File: config.mk
export PLATFORM = sky130hd
export DESIGN_NAME = id_ex_stage
export DESIGN_NICKNAME = d
export VERILOG_FILES = /design/src/rtl/id_ex_stage.sv
export SDC_FILE = /design/constraint.sdc
export NUM_CORES = 2
export LEC_CHECK = 0
export CAP_MARGIN = 25
export CORE_ASPECT_RATIO = 0.6
export CORE_MARGIN = 5
export CORE_UTILIZATION = 44
export CTS_BUF_LIST = sky130_fd_sc_hd__clkbuf_2
export CTS_CLUSTER_DIAMETER = 200
export DETAILED_ROUTE_END_ITERATION = 7
export PLACE_DENSITY = 0.7
export SYNTH_ARGS = -nofsm -noshare
export SYNTH_HDL_FRONTEND = slang
export SYNTH_SLANG_ARGS = --single-unit
File: constraint.sdc
create_clock -name clk -period 68.6 [get_ports clk]
set_clock_uncertainty 0.1 [all_clocks]
set_input_delay 13.72 -clock clk [delete_from_list [all_inputs] [get_ports clk]]
set_output_delay 13.72 -clock clk [all_outputs]
set_load 0.005 [all_outputs]
File: src/rtl/id_ex_stage.sv
// Decode/register-read stage: decodes one instruction, reads the register file
// with writeback bypass, and holds a single entry for execute behind valid/ready.
module id_ex_stage (
    input  logic        clk,
    input  logic        reset,
    input  logic        in_valid,
    output logic        in_ready,
    input  logic [31:0] in_instr,
    input  logic [31:0] in_pc,
    input  logic        wb_we,
    input  logic [4:0]  wb_rd,
    input  logic [31:0] wb_data,
    input  logic        flush,
    output logic        out_valid,
    input  logic        out_ready,
    output logic [31:0] out_a,
    output logic [31:0] out_b,
    output logic [2:0]  out_ctrl,
    output logic [4:0]  out_rd,
    output logic        out_we,
    output logic [31:0] out_pc,
    output logic [31:0] out_imm
);

    logic [31:0] regs [32];

    logic [3:0]  op;
    logic [4:0]  rd;
    logic [4:0]  rs1;
    logic [4:0]  rs2;
    logic [31:0] imm;
    logic [31:0] rs1_val;
    logic [31:0] rs2_val;

    logic        legal;
    logic        use_imm;
    logic [2:0]  d_ctrl;
    logic        d_we;
    logic [4:0]  d_rd;
    logic [31:0] d_a;
    logic [31:0] d_b;
    logic [31:0] d_imm;

    assign op  = in_instr[31:28];
    assign rd  = in_instr[27:23];
    assign rs1 = in_instr[22:18];
    assign rs2 = in_instr[17:13];
    assign imm = {{19{in_instr[12]}}, in_instr[12:0]};

    // A same-cycle writeback to the register being read wins over the array.
    always_comb begin
        rs1_val = regs[rs1];
        rs2_val = regs[rs2];
        if (rs1 == 5'd0)
            rs1_val = 32'd0;
        else if (wb_we && wb_rd == rs1)
            rs1_val = wb_data;
        if (rs2 == 5'd0)
            rs2_val = 32'd0;
        else if (wb_we && wb_rd == rs2)
            rs2_val = wb_data;
    end

    always_comb begin
        legal   = 1'b1;
        use_imm = 1'b0;
        d_ctrl  = 3'b000;
        d_we    = 1'b0;
        case (op)
            4'd1: begin d_ctrl = 3'b000; d_we = 1'b1; end
            4'd2: begin d_ctrl = 3'b001; d_we = 1'b1; end
            4'd3: begin d_ctrl = 3'b011; d_we = 1'b1; end
            4'd4: begin d_ctrl = 3'b100; d_we = 1'b1; end
            4'd5: begin d_ctrl = 3'b000; d_we = 1'b1; use_imm = 1'b1; end
            4'd6: begin d_ctrl = 3'b010; d_we = 1'b0; end
            default: legal = 1'b0;
        endcase
        d_rd  = legal ? rd : 5'd0;
        d_a   = legal ? rs1_val : 32'd0;
        d_b   = legal ? (use_imm ? imm : rs2_val) : 32'd0;
        d_imm = legal ? imm : 32'd0;
    end

    assign in_ready = !out_valid || out_ready;

    always_ff @(posedge clk or posedge reset) begin
        if (reset) begin
            for (int i = 0; i < 32; i++)
                regs[i] <= 32'd0;
        end else if (wb_we && wb_rd != 5'd0) begin
            regs[wb_rd] <= wb_data;
        end
    end

    // Flush beats both a new accept and a stalled hold.
    always_ff @(posedge clk or posedge reset) begin
        if (reset) begin
            out_valid <= 1'b0;
            out_a     <= 32'd0;
            out_b     <= 32'd0;
            out_ctrl  <= 3'b000;
            out_rd    <= 5'd0;
            out_we    <= 1'b0;
            out_pc    <= 32'd0;
            out_imm   <= 32'd0;
        end else if (flush) begin
            out_valid <= 1'b0;
        end else if (in_valid && in_ready) begin
            out_valid <= 1'b1;
            out_a     <= d_a;
            out_b     <= d_b;
            out_ctrl  <= d_ctrl;
            out_rd    <= d_rd;
            out_we    <= d_we;
            out_pc    <= in_pc;
            out_imm   <= d_imm;
        end else if (out_ready) begin
            out_valid <= 1'b0;
        end
    end

endmodule

==> reports/metrics.cfg <==
[run_status]
outcome = complete, no violations

[routing]
firstDrtPassIters = 6
vias_per_cell = 6.49
drt_wl_total_microns = 198000
postRouteAntennaNets = 0
dr.first_iter.drc_count = 5742
drc = 0
wl_per_cell_microns = 30.3
vias = 42300

[place]
numPortBuffers = 245
place_inst = 6037
dp_slack_ns = 39.88
dp_hpwl_microns = 121000
routabilityCongestion = 0.874

[logic_synthesis]
synthArstFlopShare_pct = 100
synth_warnings = 0
synth_fp_nets = 4568
synth_common_cells = dfrtp_1, nand2_1, mux4_2
yosys.area_share.simple_pct = 5.55
synth_mux_area_share_pct = 31.6
synth-xor-area-share_pct = 0.167
syn_area_per_cell_sq_um = 12.9
yosysTopAreaCell = dfrtp_1
yosysSeqAreaShare_pct = 49.6
synth_top_area_share_pct = 49.6
yosysUniqueCellTypes = 49
synthAdderAreaFrac_pct = 0
netlist_instances = 4461
synth.area.top_cells = dfrtp_1, mux4_2, mux2_2
ys_ff_latch = 1143
synth_enable_flop_cells = 0
ys.flop_type = dfrtp_1
synth_top_family_by_area = multiplexers
yosysMostFrequentCell = dfrtp_1
synth_compound_area_share_pct = 9.22
synth.cell_area_sq_um = 57600

[floorplanning]
rows = 102
boundaryPins = 246
start_util_pct = 44.5
dieArea_sq_um = 139000
core_sq_um = 130000
die_h_microns = 290
die_w_microns = 477

[sta]
timing.final.ws_setup_ns = 39.86
period_share_pct = 41.9
drv_slew = 0
grt_setup_unrepaired = false
relSlewSlack_pct = 22.1
holdWs_ns = 0.307
hold_violations = 0
fin_tns_setup_ns = 0
tightest_slew_ns = 1.17
max_freq_ghz = 0.0348
setup_viol = 0
min_period_ns = 28.74

[clock_tree]
cts_tree = built
htreeDepth = 5
clockBufferDepth = 4
cts_buffers = 288
cts-hold-fix-buffers = 0
post_cts_buffers = 0
clk_pin_slew_ns = 0.09
insertion_delay_ns = 1.72
cts.sinks = 1143
root_buffer = clkbuf_2
cts_resized = 0

[grt]
track_usage_pct = 28.2
grt_pass1_wl_microns = 291000
grt_pass1_vias = 41800
grt_max_degree = 141
antenna_found_initial = 24
grt-ovfl-total = 0

[setup_path]
critPathTopFamily = buffers and inverters
worstPathRequired_ns = 54.78
critPathMaxStageDelay_ns = 0.45
critical_path.endpoint_type = primary output
cp_slowest_cell = clkdlybuf4s50_1
crit_fanout = 3
worstSetupStartpointType = primary input
worst-path-buf-inv = 3
cp.arrival_ns = 14.92
crit_type = primary input to primary output
crit_top_cell = clkdlybuf4s50_1
critical_path.cell_chain = clkdlybuf4s50_1 > nor2b_1 > inv_1 > clkdlybuf4s50_1

[finish]
multi_input_area_sq_um = 27000
instances_no_fill = 6524
layout.nets = 4723
layout-drive-gt1-share_pct = 30.3
seq_area_sq_um = 28600
area_growth_pct = 10.3
fillCellCount = 11300

[hold_path]
hold_path.class = flop to flop

[power_and_ir_drop]
power_mw = 1.70
vdd_drop_max_uv = 14.3
p_leak_nw = 27.9
power.density_nw_per_um2 = 26.8

[job]
maxCapViolCount = 0

-- where the power goes --
group          internal [mW]  switching, mW
clock                  0.154          0.287
sequential             0.793          0.101
combinational          0.205          0.162
total                   1.15          0.549
-- cells in the final DEF, fill, tap and decap left out, types with 77 or more instances in the layout --
cell | synthesis | routed
mux2i_1 | 166 | 166
mux2_1 | 105 | 105
mux2_2 | 407 | 407
o221ai_1 | 77 | 77
clkbuf_2 | 0 | 400
nand2_1 | 660 | 644
o21ai_0 | 458 | 458
mux4_2 | 479 | 479
buf_4 | 37 | 86
dfrtp_1 | 1143 | 1143
clkdlybuf4s50_1 | 0 | 237
-- worst paths after layout --
| path | startpoint | end | slack, ns | cells past startpoint |
|---|---|---|---|---|
| max reg2reg | out_valid$_DFFE_PP0P_ | out_a[25]$_DFFE_PP0P_ | 64.90 | 6 |
| min | regs[1007]$_DFFE_PP0P_ | regs[1007]$_DFFE_PP0P_ | 0.31 | 0 |
| min in group asynchronous | reset | out_imm[8]$_DFFE_PP0P_ | 12.51 | 2 |
| max | out_ready | in_ready | 39.86 | 4 |
| max in group asynchronous | reset | regs[634]$_DFFE_PP0P_ | 52.16 | 6 |
| min reg2reg | regs[1007]$_DFFE_PP0P_ | regs[1007]$_DFFE_PP0P_ | 0.31 | 0 |
-- state kept, by name, summed over array words and instances (netlist names) --
signal,flops
out_ctrl,3
regs,1024
out_pc,32
out_b,32
out_valid,1
out_a,32
out_we,1
out_rd,5
out_imm,13
-- area by class of cell --
type	instances	area share, %
inverter	35	0.219
tap	1716	3.38
sequential	1143	45.0
clock inverter	60	0.370
antenna	23	0.0906
clock buffer	399	3.14
timing repair buffer	341	5.26
multi-input combinational	2807	42.5
-- metrics by stage --
step,instance area (sq um),util (%)
global route,63500,49.0
finish,63500,49.1
global placement,61100,47.2
floorplan,57600,-
CTS,63400,48.9
detailed placement,61100,47.2
-- cells by family (layout without fill, tap and decap cells) --
| family | count (synthesis) | count (layout) |
|---|---|---|
| AOI/OAI and AO/OA | 853 | 853 |
| xor gates and xnor gates | 11 | 11 |
| buffers and inverters | 511 | 835 |
| DFF | 1143 | 1143 |
| muxes | 1157 | 1157 |
| other | 0 | 23 |
| and+or+nand+nor | 786 | 786 |
-- layer usage --
layer  up-vias  part of all wire, %  wire (microns)  track usage [%]
met4         8                  3.2            6410             10.2
met3       454                   14           28500             12.3
met2      2911                   41           81100             37.7
met1     21900                   41           81500             40.5
li1      17100                    -               -                -
met5         -                0.044              86            0.137
(Power assumes the default switching activity.)
